==> src/rtl/pd_pkg.sv <==
// Shared definitions for the PD 20-word packet link (transmit serializer and receive reassembly).
package pd_pkg;

    localparam logic [7:0] SYNC_BYTE  = 8'h54;
    localparam int         PKT_WORDS  = 20;
    localparam int         HASH_WORDS = 18;

    typedef logic [15:0]                 pd_word_t;
    typedef pd_word_t [HASH_WORDS-1:0]   pd_hash_t;

    typedef enum logic [1:0] {
        IDLE = 2'd0,
        META = 2'd1,
        HASH = 2'd2
    } pd_rx_state_t;

    // Counter value of the final hash word (W19); HASH exits here, so the counter never hits 18.
    localparam logic [4:0] LAST_HASH_CNT = 5'(HASH_WORDS - 1);

endpackage

==> src/rtl/pd_rx_timeout_timer.sv <==
// Idle-cycle counter for the PD receive path: counts enabled cycles since the last clear and
// flags expiry on the cycle the count would reach TIMEOUT_CYCLES.
module pd_rx_timeout_timer #(
    parameter int unsigned TIMEOUT_CYCLES = 64
) (
    input  logic clk,
    input  logic rst,
    input  logic clear,
    input  logic enable,
    output logic expire
);

    localparam int unsigned CNT_W = $clog2(TIMEOUT_CYCLES + 1);
    localparam logic [CNT_W-1:0] LAST_IDLE = CNT_W'(TIMEOUT_CYCLES - 1);

    logic [CNT_W-1:0] count_q, count_d;

    always_comb begin
        count_d = count_q;
        if (clear) begin
            count_d = '0;
        end else if (enable && (count_q != LAST_IDLE)) begin
            count_d = count_q + 1'b1;
        end
    end

    assign expire = enable && !clear && (count_q == LAST_IDLE);

    always_ff @(posedge clk or posedge rst) begin
        if (rst) begin
            count_q <= '0;
        end else begin
            count_q <= count_d;
        end
    end

endmodule

==> src/rtl/pd_hash_reassembly.sv <==
// PD link receive side: rebuilds {PID, transmit-empty, 18-word hash} from the RX word stream and
// hands it to the miner core via valid/ack. Optional inter-word timeout under PD_RX_TIMEOUT_EN.
module pd_hash_reassembly
    import pd_pkg::*;
#(
    parameter int unsigned TIMEOUT_CYCLES = 64
) (
    input  logic        clk,
    input  logic        rst,
    input  logic [15:0] rx_data,
    input  logic        rx_valid,
    input  logic        hash_ack,
    output pd_hash_t    hash,
    output logic [7:0]  pid,
    output logic        transmit_empty,
    output logic        hash_valid,
    output logic        busy,
    output logic        pkt_error,
    output logic        overrun
);

    if (TIMEOUT_CYCLES < 1) begin : g_bad_timeout
        $error("pd_hash_reassembly: TIMEOUT_CYCLES must be at least 1");
    end

    pd_rx_state_t state_q, state_d;
    logic [4:0]   cnt_q, cnt_d;

    // Shadow holds W2..W18 only; W19 goes straight from rx_data into the held hash on commit.
    pd_word_t [HASH_WORDS-1:1] shadow_q, shadow_d;
    logic [7:0]   shadow_pid_q, shadow_pid_d;
    logic         shadow_flag_q, shadow_flag_d;

    pd_hash_t     hash_q, hash_d;
    logic [7:0]   pid_q, pid_d;
    logic         te_q, te_d;
    logic         hv_q, hv_d;
    logic         perr_q, perr_d;
    logic         ovr_q, ovr_d;

    logic         sync_hit;
    logic         meta_ok;
    logic         meta_bad;
    logic         commit;
    logic         timeout_expire;

    assign sync_hit = rx_valid && (rx_data[15:8] == SYNC_BYTE);
    assign meta_ok  = (rx_data == 16'd0) || (rx_data == 16'd1);
    assign meta_bad = (state_q == META) && rx_valid && !meta_ok;
    assign commit   = (state_q == HASH) && rx_valid && (cnt_q == LAST_HASH_CNT);

`ifdef PD_RX_TIMEOUT_EN
    pd_rx_timeout_timer #(
        .TIMEOUT_CYCLES (TIMEOUT_CYCLES)
    ) u_timeout (
        .clk    (clk),
        .rst    (rst),
        .clear  (rx_valid || (state_q == IDLE)),
        .enable (state_q != IDLE),
        .expire (timeout_expire)
    );
`else
    assign timeout_expire = 1'b0;
`endif

    always_ff @(posedge clk or posedge rst) begin
        if (rst) begin
            state_q <= IDLE;
        end else begin
            state_q <= state_d;
        end
    end

    always_comb begin
        state_d = state_q;
        unique case (state_q)
            IDLE: begin
                if (sync_hit) begin
                    state_d = META;
                end
            end
            META: begin
                if (rx_valid) begin
                    state_d = meta_ok ? HASH : IDLE;
                end else if (timeout_expire) begin
                    state_d = IDLE;
                end
            end
            HASH: begin
                if (commit) begin
                    state_d = IDLE;
                end else if (timeout_expire) begin
                    state_d = IDLE;
                end
            end
            default: state_d = IDLE;
        endcase
    end

    always_comb begin
        cnt_d         = cnt_q;
        shadow_d      = shadow_q;
        shadow_pid_d  = shadow_pid_q;
        shadow_flag_d = shadow_flag_q;

        if ((state_q == IDLE) && sync_hit) begin
            shadow_pid_d = rx_data[7:0];
        end

        if ((state_q == META) && rx_valid && meta_ok) begin
            shadow_flag_d = rx_data[0];
            cnt_d         = '0;
        end

        if ((state_q == HASH) && rx_valid) begin
            cnt_d = commit ? 5'd0 : cnt_q + 5'd1;
            for (int i = 1; i < HASH_WORDS; i++) begin
                if (cnt_q == 5'(HASH_WORDS - 1 - i)) begin
                    shadow_d[i] = rx_data;
                end
            end
        end
    end

    // Held outputs move only on commit; a new commit beats a same-cycle ack.
    always_comb begin
        hash_d = hash_q;
        pid_d  = pid_q;
        te_d   = te_q;
        hv_d   = hv_q;
        ovr_d  = 1'b0;
        perr_d = meta_bad || timeout_expire;

        if (commit) begin
            hash_d = {shadow_q, rx_data};
            pid_d  = shadow_pid_q;
            te_d   = shadow_flag_q;
            hv_d   = 1'b1;
            ovr_d  = hv_q && !hash_ack;
        end else if (hv_q && hash_ack) begin
            hv_d = 1'b0;
        end
    end

    always_ff @(posedge clk or posedge rst) begin
        if (rst) begin
            cnt_q         <= '0;
            shadow_q      <= '0;
            shadow_pid_q  <= '0;
            shadow_flag_q <= 1'b0;
            hash_q        <= '0;
            pid_q         <= '0;
            te_q          <= 1'b0;
            hv_q          <= 1'b0;
            perr_q        <= 1'b0;
            ovr_q         <= 1'b0;
        end else begin
            cnt_q         <= cnt_d;
            shadow_q      <= shadow_d;
            shadow_pid_q  <= shadow_pid_d;
            shadow_flag_q <= shadow_flag_d;
            hash_q        <= hash_d;
            pid_q         <= pid_d;
            te_q          <= te_d;
            hv_q          <= hv_d;
            perr_q        <= perr_d;
            ovr_q         <= ovr_d;
        end
    end

    always_comb begin
        busy           = (state_q != IDLE);
        hash           = hash_q;
        pid            = pid_q;
        transmit_empty = te_q;
        hash_valid     = hv_q;
        pkt_error      = perr_q;
        overrun        = ovr_q;
    end

endmodule

==> config.mk <==
export PLATFORM = sky130hd
export DESIGN_NAME = pd_hash_reassembly
export DESIGN_NICKNAME = d
export VERILOG_FILES = /design/src/rtl/pd_pkg.sv /design/src/rtl/pd_rx_timeout_timer.sv /design/src/rtl/pd_hash_reassembly.sv
export SDC_FILE = /design/constraint.sdc
export NUM_CORES = 1
export LEC_CHECK = 0
export CAP_MARGIN = 10
export CELL_PAD_IN_SITES_DETAIL_PLACEMENT = 0
export CELL_PAD_IN_SITES_GLOBAL_PLACEMENT = 1
export CORE_MARGIN = 3
export CORE_UTILIZATION = 37
export DETAILED_ROUTE_END_ITERATION = 10
export PLACE_DENSITY_LB_ADDON = 0.1
export SLEW_MARGIN = 5
export SYNTH_ARGS = -nofsm -noshare
export SYNTH_HDL_FRONTEND = slang
export SYNTH_SLANG_ARGS = --single-unit
==> constraint.sdc <==
create_clock -name clk -period 45.9 [get_ports clk]
set_input_delay 6.885 -clock clk [delete_from_list [all_inputs] [get_ports clk]]
set_output_delay 6.885 -clock clk [all_outputs]
set_load 0.1 [all_outputs]
==> impl_metrics.yaml <==
status:
  outcome: "completed"
worst_setup_path:
  rrSetupSlack_ps: 42800
  setup.worst_path.end_class: "flip-flop"
  crit_fanout: 67
  reg2reg_depth: 5
  regToRegEndpoint: "hash[231]"
  worstPathCellList: "clkdlybuf4s50_1 -> and3b_1 -> nand4_1 -> buf_4 -> buf_4 -> mux2_2"
  critical-path-max-stage-delay_ps: 820
  rr_startpoint: "cnt_q[3]"
  worst-endpoint-required_ps: 46360
  crit_path_top_cell_by_count: "sky130_fd_sc_hd__buf_4"
  critical-path-slowest-cell: "sky130_fd_sc_hd__buf_4"
  worstSetupStartpointType: "input port"
  worst_ep_arrival_time_ps: 9830
  path_class: "in -> reg"
clock_network:
  clock_tree_from_tritoncts: "yes"
  clkSlewWorstSetupHoldPaths_ps: 60
  insertion_delay_ps: 580
  cts_num_sinks: 588
  maximum_level_of_the_cts_h_tree: 3
  cts_made_buffers: 66
  cts.repair_timing.setup_buffer_count: 0
  cts.path.max_buffers: 3
  clock_tree_root: "sky130_fd_sc_hd__clkbuf_16"
  ctsHoldBuffers: 0
  cts_resized: 0
floorplan:
  initial_utilization: 0.377
  fp.coreArea_mm2: 0.0596
  io-pin-count: 321
  die_footprint_mm2: 0.0637
  die-height_um: 252
  row_count: 89
  die_width_um: 252
power:
  fin_total_pwr_mw: 1.06
  p_per_area_mw_per_mm2: 37.3
  total_leakage_power_nw: 14.1
  vdd.ir_drop.worst_v: 0.0000233
placement:
  numPortBuffers: 320
  gpl.final_weighted_congestion: 0.714
  post-dp-hpwl_um: 35100
  dp_cells: 2368
  dp_worst_setup_slack_ps: 35870
logic_synthesis:
  synth_area_mm2: 0.0225
  ys_ff_latch: 588
  synth.net_count: 1363
  synth-edff-count: 0
  synth_top_area_cell: "sky130_fd_sc_hd__dfrtp_1"
  ys_async_rst_share: 1.00
  postSynth.topFlopCell: "sky130_fd_sc_hd__dfrtp_1"
  yosys-top-cells-area: "sky130_fd_sc_hd__dfrtp_1 (65%), sky130_fd_sc_hd__mux2_2 (28%), sky130_fd_sc_hd__buf_6 (1.7%), sky130_fd_sc_hd__mux2_1 (1.1%), sky130_fd_sc_hd__buf_4 (0.67%)"
  ys_top_cells_by_count: "sky130_fd_sc_hd__dfrtp_1 (588), sky130_fd_sc_hd__mux2_2 (556), sky130_fd_sc_hd__buf_6 (33)"
  ys_warn_count: 0
  synth.avg_cell_area_um2: 16.8
  yosysSeqAreaShare: 0.655
  post_synth_num_cell_types: 42
  most_instantiated_library_cell_after_synthesis: "sky130_fd_sc_hd__dfrtp_1"
  netlist_instances: 1338
  synth_top_cell_area_share: 0.655
timing:
  tightestPinTransition_ps: 1270
  report.final.hold_viol_count: 0
  finClkSkew_ps: 15.2
  timing.slew.headroom: 0.155
  finalCritPeriodShare: 0.204
  setup_ws_ps: 36530
  finalSetupTns_ps: 0
  maxSlewViolCount: 0
  final-setup-viol-count: 0
  whs_ps: 483
  rsz0062_at_grt: "false"
  timing.fmax_ghz: 0.107
  timing.final.crit_period_ps: 9370
layout:
  flow.area_growth_from_synthesis_pct: 26.1
  final_standard_cell_count_with_taps_included_and_fillers_excluded: 2484
  final_layout_size_suffix_gt1_frac: 0.411
  final_net_count: 1688
detailed_routing:
  first_pass_iters: 4
  detail_route.iter0.violations: 480
  drt_wl_total_um: 56500
  route.detailed.vias_per_inst: 4.91
  drc_errors: 0
  vias: 12200
  drt.antenna.violating_nets: 0
  wire_per_inst_um: 22.7
grt:
  global_route_wire_length_before_repair_um: 85000
  first_global_vias: 12900
  overall_routing_resource_usage: 0.179
  grt_overflow_total: 0
  number_of_antenna_violations_at_the_first_check_in_global_routing: 4
  grt_max_degree: 193
worst_hold_path:
  hp-class: "reg -> reg"
  min_to: "shadow_q[260]"
  min_delay_path_depth: 1
  min_from: "shadow_q[260]"
run:
  count_of_max_cap_constraint_violations: 0
[report_power, final]
part	internal, mW	leakage (nW)	total, mW	switching, mW
clock	0.311	1.04	0.517	0.206
sequential	0.519	8.21	0.519	0.000167
combinational	0.00333	4.86	0.0211	0.0177
[layout by cell type, fill, tap and decap left out, types with 2 or more instances in the layout]
| cell type | netlist | layout |
|---|---|---|
| sky130_fd_sc_hd__nand2_1 | 11 | 11 |
| sky130_fd_sc_hd__nand3_4 | 3 | 3 |
| sky130_fd_sc_hd__nand4_1 | 3 | 3 |
| sky130_fd_sc_hd__inv_1 | 5 | 4 |
| sky130_fd_sc_hd__clkbuf_8 | 0 | 12 |
| sky130_fd_sc_hd__o221ai_1 | 2 | 2 |
| sky130_fd_sc_hd__nand2b_1 | 6 | 6 |
| sky130_fd_sc_hd__nand2_2 | 6 | 6 |
| sky130_fd_sc_hd__clkinv_2 | 0 | 9 |
| sky130_fd_sc_hd__clkdlybuf4s50_1 | 0 | 320 |
| sky130_fd_sc_hd__nor2_1 | 7 | 7 |
| sky130_fd_sc_hd__nor3_4 | 2 | 4 |
| sky130_fd_sc_hd__nor4_1 | 3 | 3 |
| sky130_fd_sc_hd__mux2_1 | 22 | 22 |
| sky130_fd_sc_hd__buf_4 | 20 | 25 |
| sky130_fd_sc_hd__and2_1 | 2 | 2 |
| sky130_fd_sc_hd__bufinv_16 | 0 | 4 |
| sky130_fd_sc_hd__dfrtp_1 | 588 | 588 |
| sky130_fd_sc_hd__buf_12 | 0 | 2 |
| sky130_fd_sc_hd__ha_1 | 5 | 5 |
| sky130_fd_sc_hd__mux2_2 | 556 | 556 |
| sky130_fd_sc_hd__clkbuf_1 | 29 | 18 |
| sky130_fd_sc_hd__o21ai_0 | 3 | 3 |
| sky130_fd_sc_hd__nor2b_1 | 3 | 2 |
| sky130_fd_sc_hd__clkbuf_16 | 0 | 67 |
| sky130_fd_sc_hd__inv_6 | 0 | 3 |
| sky130_fd_sc_hd__nand4_2 | 2 | 2 |
[state kept, by name (all words and copies together) (netlist names)]
name	cells
shadow_q	272
transmit_empty	1
state_q	2
pkt_error	1
pid	8
cnt_q	5
shadow_pid_q	8
hash_valid	1
shadow_flag_q	1
overrun	1
hash	288
[critical path, delay by kind of cell]
kind,cells,cell delay (ps)
buf+inv,3,1890
simple gates,2,570
mux,1,410
[worst max-delay path by stage]
stage / from / to / slack, ps / cells after the start
finish: rx_valid / hash[231] / 36530 / 6
global route: rst / shadow_q[123] / 36220 / 4
CTS: rx_valid / hash[151] / 36500 / 6
detailed placement: rx_valid / hash[151] / 35870 / 6
global placement: rx_valid / hash[149] / 35880 / 6
floorplan: rst / cnt_q[0] / 22560 / 1
[metrics by stage]
stage / area, um2 / utilization
2_1_floorplan: 22500 / -
3_3_place_gp: 26200 / 0.440
3_5_place_dp: 26200 / 0.440
6_report: 28300 / 0.476
4_1_cts: 28300 / 0.476
5_1_grt: 28300 / 0.476
[routing by layer]
layer / vias up / share of wire / global-route usage
met4: 4 / 0.017 / 0.0488
li1: 5371 / - / -
met1: 6513 / 0.44 / 0.236
met3: 75 / 0.054 / 0.0458
met5: - / 0.00048 / 0
met2: 244 / 0.49 / 0.295
[final cells by class]
cell class | instances | area, um2
antenna | 1 | 2.50
clock buffer | 97 | 1910
clock inverter | 18 | 208
fill | 5231 | 31200
inverter | 6 | 30.0
multi-input combinational | 654 | 7080
sequential | 588 | 14700
tap | 773 | 967
timing repair buffer | 347 | 3430
[kinds of logic (layout without fill, tap and decap cells)]
family / after synthesis / in the layout / synth area share
mux: 578 / 578 / 0.290
simple gates: 61 / 61 / 0.0191
flops: 588 / 588 / 0.655
fa+ha+maj: 5 / 5 / 0.00278
other cells: 0 / 1 / 0
compound gates: 10 / 10 / 0.00306
buf+inv: 96 / 468 / 0.0309
Power figures use the tool's default switching activity.
